### src/rtl/cpld_disp_mux.sv
// cpld_disp_mux: serial frame driver for the CPLD LED / 7-segment board.
// Each digit gets one serial word {onehot(idx), seg_on, led} shifted LSB
// first, followed by a latch pulse and an idle hold. Host updates go into a
// shadow buffer and move to the active buffer only at the start of a frame.
// Optional macro CPLD_DISP_DIM_EN adds a brightness input and frame counter.
module cpld_disp_mux #(
  parameter int NUM_DIGITS  = 2,
  parameter int LED_W       = 8,
  parameter int CLK_DIV     = 1024,
  parameter int HOLD_CYCLES = 4096
) (
  input  logic                    clk,
  input  logic                    rstn,
  input  logic                    upd_valid,
  output logic                    upd_ready,
  input  logic [LED_W-1:0]        upd_led,
  input  logic [4*NUM_DIGITS-1:0] upd_digits,
  input  logic [NUM_DIGITS-1:0]   upd_dp,
  input  logic                    blank,
`ifdef CPLD_DISP_DIM_EN
  input  logic [2:0]              brightness,
`endif
  output logic                    frame_done,
  output logic                    cpld_clk,
  output logic                    cpld_rstn,
  output logic                    cpld_ld,
  output logic                    cpld_mosi
);

  localparam int WORD_W  = LED_W + 8 + NUM_DIGITS;
  localparam int CNT_MAX = (2*CLK_DIV > HOLD_CYCLES) ? 2*CLK_DIV : HOLD_CYCLES;
  localparam int CNT_W   = $clog2(CNT_MAX);
  localparam int BIT_W   = $clog2(WORD_W);
  localparam int IDX_W   = (NUM_DIGITS > 1) ? $clog2(NUM_DIGITS) : 1;

  localparam logic [CNT_W-1:0] DIV_LAST   = CNT_W'(CLK_DIV - 1);
  localparam logic [CNT_W-1:0] LATCH_LAST = CNT_W'(2*CLK_DIV - 1);
  localparam logic [CNT_W-1:0] HOLD_LAST  = CNT_W'(HOLD_CYCLES - 1);
  localparam logic [BIT_W-1:0] BIT_LAST   = BIT_W'(WORD_W - 1);
  localparam logic [IDX_W-1:0] IDX_LAST   = IDX_W'(NUM_DIGITS - 1);

  typedef enum logic [1:0] {ST_LOAD, ST_SHIFT, ST_LATCH, ST_HOLD} state_t;

  state_t                  state_q, state_d;
  logic [CNT_W-1:0]        cnt_q, cnt_d;
  logic [BIT_W-1:0]        bit_q, bit_d;
  logic [IDX_W-1:0]        idx_q, idx_d;
  logic [WORD_W-1:0]       word_q, word_d, load_word;
  logic                    sclk_q, sclk_d, ld_q, ld_d, mosi_q, mosi_d;
  logic                    fdone_q, fdone_d, cpld_rstn_q;
  logic                    pending_q, act_ok_q, xfer, accept;
  logic [LED_W-1:0]        act_led_q, shd_led_q;
  logic [4*NUM_DIGITS-1:0] act_dig_q, shd_dig_q;
  logic [NUM_DIGITS-1:0]   act_dp_q, shd_dp_q;
`ifdef CPLD_DISP_DIM_EN
  logic [2:0]              fcnt_q, bright_q, bright_now;
`endif

  // Active-high segment pattern for one hex digit; dp=1 lights bit 7.
  function automatic logic [7:0] seg_on(input logic [3:0] nib, input logic dp);
    logic [7:0] pat;
    case (nib)
      4'h0: pat = 8'hC0;  4'h1: pat = 8'hF9;  4'h2: pat = 8'hA4;  4'h3: pat = 8'hB0;
      4'h4: pat = 8'h99;  4'h5: pat = 8'h92;  4'h6: pat = 8'h82;  4'h7: pat = 8'hF8;
      4'h8: pat = 8'h80;  4'h9: pat = 8'h90;  4'hA: pat = 8'h88;  4'hB: pat = 8'h83;
      4'hC: pat = 8'hC6;  4'hD: pat = 8'hA1;  4'hE: pat = 8'h86;  4'hF: pat = 8'h8E;
    endcase
    if (dp) pat[7] = 1'b0;
    return ~pat;
  endfunction

  // A pending shadow moves to active only at LOAD of digit 0, so a frame never mixes buffers.
  assign xfer      = (state_q == ST_LOAD) && (idx_q == '0) && pending_q;
  assign upd_ready = ~pending_q | xfer;
  assign accept    = upd_valid & upd_ready;

  // Build the serial word for the current digit; the frame-start word sees the data being transferred.
  always_comb begin
    logic [LED_W-1:0]        src_led;
    logic [4*NUM_DIGITS-1:0] src_dig;
    logic [NUM_DIGITS-1:0]   src_dp;
    logic                    src_ok, show, dpb;
    logic [3:0]              nib;
    logic [7:0]              seg;
    src_led = act_led_q;
    src_dig = act_dig_q;
    src_dp  = act_dp_q;
    src_ok  = act_ok_q;
    if (xfer) begin
      src_led = shd_led_q;
      src_dig = shd_dig_q;
      src_dp  = shd_dp_q;
      src_ok  = 1'b1;
    end
    nib  = 4'(src_dig >> {idx_q, 2'b00});
    dpb  = 1'(src_dp >> idx_q);
    show = src_ok & ~blank;
`ifdef CPLD_DISP_DIM_EN
    bright_now = (idx_q == '0) ? brightness : bright_q;
    if (fcnt_q > bright_now) show = 1'b0;
`endif
    seg       = show ? seg_on(nib, dpb) : 8'h00;
    load_word = {NUM_DIGITS'(1) << idx_q, seg, src_led};
  end

  // Next-state and next-output logic for LOAD -> SHIFT -> LATCH -> HOLD.
  always_comb begin
    state_d = state_q;
    cnt_d   = cnt_q;
    bit_d   = bit_q;
    idx_d   = idx_q;
    word_d  = word_q;
    sclk_d  = sclk_q;
    ld_d    = ld_q;
    mosi_d  = mosi_q;
    fdone_d = 1'b0;
    case (state_q)
      ST_LOAD: begin
        word_d  = load_word;
        mosi_d  = load_word[0];
        sclk_d  = 1'b0;
        ld_d    = 1'b0;
        cnt_d   = '0;
        bit_d   = '0;
        state_d = ST_SHIFT;
      end
      ST_SHIFT: begin
        if (cnt_q == DIV_LAST) begin
          cnt_d = '0;
          if (!sclk_q) begin
            sclk_d = 1'b1;
          end else begin
            // mosi only moves on the falling edge of cpld_clk
            sclk_d = 1'b0;
            if (bit_q == BIT_LAST) begin
              state_d = ST_LATCH;
              ld_d    = 1'b1;
              mosi_d  = 1'b0;
            end else begin
              bit_d  = bit_q + 1'b1;
              word_d = word_q >> 1;
              mosi_d = word_q[1];
            end
          end
        end else begin
          cnt_d = cnt_q + 1'b1;
        end
      end
      ST_LATCH: begin
        if (cnt_q == LATCH_LAST) begin
          cnt_d   = '0;
          ld_d    = 1'b0;
          state_d = ST_HOLD;
        end else begin
          cnt_d = cnt_q + 1'b1;
        end
      end
      ST_HOLD: begin
        if (cnt_q == HOLD_LAST) begin
          cnt_d   = '0;
          state_d = ST_LOAD;
          if (idx_q == IDX_LAST) begin
            idx_d   = '0;
            fdone_d = 1'b1;
          end else begin
            idx_d = idx_q + 1'b1;
          end
        end else begin
          cnt_d = cnt_q + 1'b1;
        end
      end
      default: state_d = ST_LOAD;
    endcase
  end

  // Control state, serial outputs, handshake flag and active buffer.
  always_ff @(posedge clk) begin
    if (!rstn) begin
      state_q   <= ST_LOAD;
      cnt_q     <= '0;
      bit_q     <= '0;
      idx_q     <= '0;
      sclk_q    <= 1'b0;
      ld_q      <= 1'b0;
      mosi_q    <= 1'b0;
      fdone_q   <= 1'b0;
      pending_q <= 1'b0;
      act_ok_q  <= 1'b0;
      act_led_q <= '0;
      act_dig_q <= '0;
      act_dp_q  <= '0;
    end else begin
      state_q   <= state_d;
      cnt_q     <= cnt_d;
      bit_q     <= bit_d;
      idx_q     <= idx_d;
      sclk_q    <= sclk_d;
      ld_q      <= ld_d;
      mosi_q    <= mosi_d;
      fdone_q   <= fdone_d;
      pending_q <= accept | (pending_q & ~xfer);
      if (xfer) begin
        act_ok_q  <= 1'b1;
        act_led_q <= shd_led_q;
        act_dig_q <= shd_dig_q;
        act_dp_q  <= shd_dp_q;
      end
    end
  end

  // Data registers: shift word and shadow buffer need no reset.
  always_ff @(posedge clk) begin
    word_q <= word_d;
    if (accept) begin
      shd_led_q <= upd_led;
      shd_dig_q <= upd_digits;
      shd_dp_q  <= upd_dp;
    end
`ifdef CPLD_DISP_DIM_EN
    if (state_q == ST_LOAD && idx_q == '0) bright_q <= brightness;
`endif
  end

`ifdef CPLD_DISP_DIM_EN
  // Frame counter for dimming; segments shown only while fcnt <= brightness.
  always_ff @(posedge clk) begin
    if (!rstn) fcnt_q <= 3'd0;
    else if (fdone_d) fcnt_q <= fcnt_q + 3'd1;
  end
`endif

  // CPLD reset follows the system reset one cycle later.
  always_ff @(posedge clk) begin
    cpld_rstn_q <= rstn;
  end

  assign frame_done = fdone_q;
  assign cpld_clk   = sclk_q;
  assign cpld_ld    = ld_q;
  assign cpld_mosi  = mosi_q;
  assign cpld_rstn  = cpld_rstn_q;

endmodule

### config.mk
export PLATFORM = sky130hd
export DESIGN_NAME = cpld_disp_mux
export DESIGN_NICKNAME = d
export VERILOG_FILES = /design/src/rtl/cpld_disp_mux.sv
export SDC_FILE = /design/constraint.sdc
export NUM_CORES = 1
export LEC_CHECK = 0
export CORE_MARGIN = 5
export CORE_UTILIZATION = 47
export DETAILED_ROUTE_END_ITERATION = 10
export DONT_BUFFER_PORTS = 1
export SETUP_SLACK_MARGIN = 0.5
export SYNTH_ARGS = -nofsm -noshare
export SYNTH_HDL_FRONTEND = slang
export SYNTH_SLANG_ARGS = --single-unit
### constraint.sdc
create_clock -name clk -period 3.9 [get_ports clk]
set_input_delay 0.78 -clock clk [delete_from_list [all_inputs] [get_ports clk]]
set_output_delay 0.78 -clock clk [all_outputs]
set_load 0.02 [all_outputs]
==> results.md <==
Outcome:
- The flow ran to the end, and the final reports show no timing, DRC or antenna violations.

Drt:
- The total detailed-routing wirelength is 6210 um.
- In this run, the number of DRC markers left after iteration 0 of detailed routing was 54.
- The post-detailed-route count of antenna-violating nets is 0.
- For this run, the detailed router's first-pass iteration total came to 4.
- After detailed routing, the average wire length per cell comes to roughly 14 um.
- After detailed routing, the number of remaining DRC violations is 0.
- In the routed layout, each cell is associated on average with a via count of 5.24.
- The routed layout has 2353 vias.

Pwr:
- The worst-case IR drop observed on VDD is roughly 320 uV.
- The power per cell area is about 650 mW/mm^2.
- The analysis attributes to cell leakage a power of ~1.5 nW.
- The power after layout is 2.52 mW.

Die:
- From bottom edge to top edge, the die measures slightly below 100 um.
- The count of standard-cell rows is 32.
- The die span in x is just under 100 um.
- For this configuration, the core starts out at a cell density of 47.5%.
- During I/O placement, the number of pins put on the boundary was 28.
- The core region is approximately 0.0076 mm^2.
- The total die area is 0.00955 mm^2.

STA:
- The maximum achievable frequency is 335 MHz.
- The sum of negative setup slack is 0 ns.
- The setup skew after layout is 0.0171 ns.
- The count of pins over their slew limit is 0.
- At the pin with the least slew margin, the transition time is 0.837 ns.
- The minimum setup slack in the final design is 0.919 ns.
- The post-route minimum period is 2.98 ns.
- Setup violations remaining at the end of the flow were counted as 0.
- The hold violation total from the final report is 0.
- The normalized max-slew margin is 44.1%.
- After layout, the worst path uses approximately three quarters of the clock period.
- The worst hold slack after final layout is between 0.4 and 0.5 ns.
- Setup repair after global routing left no endpoint under its margin.

Finish:
- The sequential cells in the finished layout cover a total of 0.00195 mm^2.
- The fraction of layout cells with a size suffix above 1 is 9.22%.
- The multi-input gate area in the final layout is 0.00153 mm^2.
- The final net count is 379.
- Measured on the finished design, the core utilization comes to 51.1%.
- The number of diodes is 0.
- From synthesis to final layout, the design area changed by 7.54%.
- The filler cell count in the final layout is 699.

Worst setup path:
- The endpoint class of the critical path is a flop.
- In this run the worst path has a maximum fanout of 10.
- The critical path arrival is around 3.2 ns.
- The worst setup path category is flop to flop.
- The required time reported for the critical path endpoint is 4.11 ns.
- The kind of start point of the critical path is a flop.
- The worst register-to-register path has a depth of 10.

Synth:
- The cell area that synthesis handed to floorplanning was 0.00362 mm^2.
- The synthesized area per cell is 10.6 um^2.
- The synthesis-stage register bit count is 80.
- The fraction of synthesized cell area taken by the top area cell type is 29.1%.
- By area the synthesized netlist is led by sky130_fd_sc_hd__edfxtp_1 (29%), sky130_fd_sc_hd__dfxtp_1 (25%), sky130_fd_sc_hd__ha_1 (5.2%), sky130_fd_sc_hd__nor2_1 (5.0%), sky130_fd_sc_hd__mux2i_1 (4.4%).
- Synthesis produced 342 cells.
- After synthesis, the most frequently instantiated cells are sky130_fd_sc_hd__nor2_1 (48), sky130_fd_sc_hd__dfxtp_1 (45), sky130_fd_sc_hd__nand2_1 (42).
- The biggest area contributor in the post-synthesis netlist is sky130_fd_sc_hd__edfxtp_1.
- The net count of the mapped netlist is 379.
- The most common flop cell mapped by yosys is sky130_fd_sc_hd__dfxtp_1.
- For this run, asynchronously set or reset flops after synthesis account for 0%.
- During synthesis, Yosys emitted a total of 0 warnings.
- The sequential element share of the synthesized area is 54.0%.
- The cell with the most instances after synthesis is sky130_fd_sc_hd__nor2_1.
- The number of distinct standard cells referenced by the synthesized netlist is 49.
- In this run, synthesis inferred 35 flip-flops with an integrated enable.

CTS:
- The number of sinks on the clock net is 80.
- The clock passes through at most 2 buffers.
- Post-CTS repair changed the size of 0 cells.
- The later pin in the worst-skew pair is clocked with a latency of 0.36 ns.
- The quantity of hold-fixing buffers added after cts is 0.
- The cell chosen for the clock root is sky130_fd_sc_hd__clkbuf_8.
- The number of buffers added by the clock tree synthesis step is 9.
- The CTS H-tree depth is 3.
- The number of setup buffers added after CTS is 0.
- The TritonCTS clock tree is built.
- Clock-pin slew was measured on the worst setup and hold paths at ~0.09 ns.

GRT:
- The largest net degree at the start of global routing is 22.
- The first-pass GRT wire length is 10800 um.
- The via count of the first global-routing pass is 2350.
- The initial antenna violation count was 0.
- The overflow left after global routing is 0.
- The total routing resource utilization after global routing is between 10 and 15%.

Placement:
- The setup slack at placement is 0.996 ns.
- The routability-driven placement congestion ratio is 0.746.
- Port buffering added 0 buffers.
- The wire-length estimate of the detail-placed layout is about 4400 um.

Min path:
- The type of the worst min-delay path is primary input to flop.
- The count of cells along the worst hold path is 0.

Run:
- The number of max-cap violations is 0.
power by group:
group          switching [mW]  leakage (nW)  internal (mW)
combinational           0.457         0.646          0.243
clock                   0.332         0.103          0.309
sequential             0.0711         0.711           1.10
per-layer routing:
metal	wire [um]	GRT usage [%]	part of all wire, %
met1	3050	17.8	49
met2	2820	22.4	45
met3	222	4.24	3.6
met4	119	6.07	1.9
met5	0	0	0
final cells by class:
type,instances,share of cell area [%]
clock buffers,9,3.19
repair buffers,4,0.772
inverters,12,1.16
clock inverters,7,2.16
multi-input cells,235,39.3
well taps,102,3.28
flip-flops and latches,80,50.2
worst paths after layout:
kind,from,endpoint,slack (ns)
worst max-delay path,state_q[0]$_SDFFE_PN0P_,word_q[8]$_DFFE_PP_,0.92
worst min-delay path,rstn,cpld_rstn$_DFF_P_,0.44
worst max register to register,state_q[0]$_SDFFE_PN0P_,word_q[8]$_DFFE_PP_,0.92
worst min register to register,act_dig_q[2]$_SDFF_PN0_,act_dig_q[2]$_SDFF_PN0_,0.46
cell families after synthesis:
| logic type | Yosys count | synth area share [%] |
|---|---|---|
| compound gates | 56 | 10.7 |
| xor+xnor | 16 | 3.88 |
| fa+ha+maj | 15 | 5.19 |
| buf+inv | 27 | 3.81 |
| flops | 80 | 54.0 |
| mux | 19 | 5.67 |
| simple gates | 129 | 16.8 |
cells in the final DEF, fill, tap and decap left out, drive strengths merged, types with 3 or more instances in the layout:
| cell type | Yosys | final |
|---|---|---|
| a21oi | 28 | 28 |
| a31oi | 4 | 4 |
| ha | 15 | 15 |
| nand2b | 3 | 3 |
| nand3 | 7 | 7 |
| edfxtp | 35 | 35 |
| nor3 | 3 | 3 |
| xnor2 | 5 | 5 |
| buf | 9 | 4 |
| nor2 | 48 | 48 |
| o31ai | 7 | 7 |
| nand4 | 8 | 8 |
| nand2 | 43 | 43 |
| dfxtp | 45 | 45 |
| inv | 10 | 15 |
| mux2i | 17 | 17 |
| o21ai | 7 | 7 |
| clkbuf | 6 | 9 |
| xor2 | 11 | 11 |
worst max-delay path: stages (launching register included):
cell	delay, ns
sky130_fd_sc_hd__dfxtp_1	0.37
sky130_fd_sc_hd__inv_1	0.12
sky130_fd_sc_hd__ha_1	0.43
sky130_fd_sc_hd__nand2_2	0.17
sky130_fd_sc_hd__mux2i_1	0.15
sky130_fd_sc_hd__o21ai_0	0.53
sky130_fd_sc_hd__inv_1	0.18
sky130_fd_sc_hd__ha_1	0.26
sky130_fd_sc_hd__or3_1	0.38
sky130_fd_sc_hd__o221a_2	0.14
sky130_fd_sc_hd__o21ai_2	0.11
stage by stage:
stage	instance area [um^2]	instances
2_1_floorplan	3620	342
4_1_cts	3890	449
3_3_place_gp	3680	433
6_report	3890	449
5_1_grt	3890	449
3_5_place_dp	3680	433
flip-flops by register name, summed over array words and instances (netlist names):
name	flops
word_q	17
cnt_q	12
act_dig_q	8
act_led_q	8
shd_dig_q	8
shd_led_q	8
bit_q	5
act_dp_q	2
shd_dp_q	2
state_q	2
act_ok_q	1
cpld_clk	1
cpld_ld	1
cpld_mosi	1
cpld_rstn	1
frame_done	1
idx_q	1
pending_q	1
Note: power is estimated with default switching activity, not from simulation.
==> RTL edit (config.mk and constraints unchanged) <==
The option `CPLD_DISP_DIM_EN` is turned on by a define.
--- a/src/rtl/cpld_disp_mux.sv
+++ b/src/rtl/cpld_disp_mux.sv
@@ -4,4 +4,6 @@
 // shadow buffer and move to the active buffer only at the start of a frame.
 // Optional macro CPLD_DISP_DIM_EN adds a brightness input and frame counter.
+`define CPLD_DISP_DIM_EN
+
 module cpld_disp_mux #(
   parameter int NUM_DIGITS  = 2,
Interface: changed (added brightness); port bits go from 28 to 31. No check against the original RTL was run, so the function may have changed too.
==> RTL edit against the original RTL <==
- total power up 2.5%
- final cell count rose by 6.7%
- sequential cell count is 6 higher
- area after synthesis rose by 8.0%
- first-iteration DRC count rose by 85%
- synthesized cell count up 8.8%
- core utilization grew 0.058 points
- routed wire length rose by 11%
- design area grew 7.0%
- count of clock-buffer cells in the layout is the same
- setup slack improved by 0.24 ns
- critical path type unchanged
- largest cell class unchanged
- highest routed layer unchanged
==> RTL edit: results (changes against the original RTL) <==
The largest net degree at the start of global routing came out at 29 (+32%). The number of DRC violations after detailed-routing iteration 0 was 100 (+85%). The worst clock skew on the final layout came out at 0.0117 ns (-0.00543 ns). The leakage power was 1.63 nW (+11%).

The placement-stage worst setup slack came out at 1.20 ns (+0.204 ns). The wire length per cell is 14.4 µm (+3.8%). The count of nets after finishing is 413 (+9.0%).

The aggregate global-route resource usage is 0.147 (+0.00594). The total cell area at the placement stage was 0.00398 mm² (+8.2%). The post-synth net total came out at 416 (+9.8%). The share of layout cells above drive strength 1 came out at 0.0829 (-0.00933).

The HPWL after detailed placement is 4820 µm (+9.8%). The run finished with clean final reports. The largest driver fanout on the critical path is 9 (-1). For this design, the slowest cell found on the critical path is sky130_fd_sc_hd__a2111oi_0. The actual slew at the worst max-slew pin is 0.745 ns (-0.0921 ns).

The final-layout fill cell count is 740 (+5.9%). The via count of the first global-routing pass is 2427 (+3.3%). The portion of the post-synthesis area used by sequential elements came out at 0.538 (-0.00133). The global routing usage on met1 came out at 0.202 (+0.0244). The instance count of the mapped netlist came to 372 (+8.8%). The overall via count from detail_route was 2471 (+5.0%). The maximum single-stage delay on the critical path is 0.45 ns (-0.08 ns). The via density per instance came out at 5.16 (-1.6%). The area of combinational cells with multiple inputs is 0.00164 mm² (+7.5%). The routing usage on met2 was 0.226 (+0.00234). The number of instances in the placed design came out at 463 (+6.9%).
==> RTL edit: path summary, 6_finish.rpt <==
check / cells after the start / to / from / slack (ns)
hold / removal: 0 / cpld_rstn / rstn / 0.45
setup reg to reg: 9 / word_q[11] / state_q[0] / 1.16
hold reg to reg: 2 / act_dig_q[6] / act_dig_q[6] / 0.46
setup / recovery: 9 / word_q[11] / state_q[0] / 1.16
==> RTL edit: where the power goes <==
| part | internal, mW | switching, mW |
|---|---|---|
| Combinational | 0.264 | 0.474 |
| Sequential | 1.19 | 0.0821 |
| Clock | 0.238 | 0.331 |
| Total | 1.69 | 0.887 |
==> RTL edit: layout make-up <==
cell class | count | area share
clock buffer | 9 | 0.0298
sequential | 86 | 0.505
multi-input combinational | 246 | 0.394
tap | 105 | 0.0316
clock inverter | 7 | 0.0132
inverter | 23 | 0.0207
timing repair buffer | 3 | 0.00541
==> RTL edit: cell families after synthesis <==
family	share of synthesized area
compound gates	0.0872
xor+xnor	0.0337
fa+ha+maj	0.0609
buf+inv	0.0410
flops	0.538
mux	0.0747
simple gates	0.164
==> RTL edit: per-layer routing <==
layer,up-vias,routed length [µm]
li1,1277,-
met1,1144,3360
met2,42,3140
met3,8,291
met4,0,91
met5,-,0
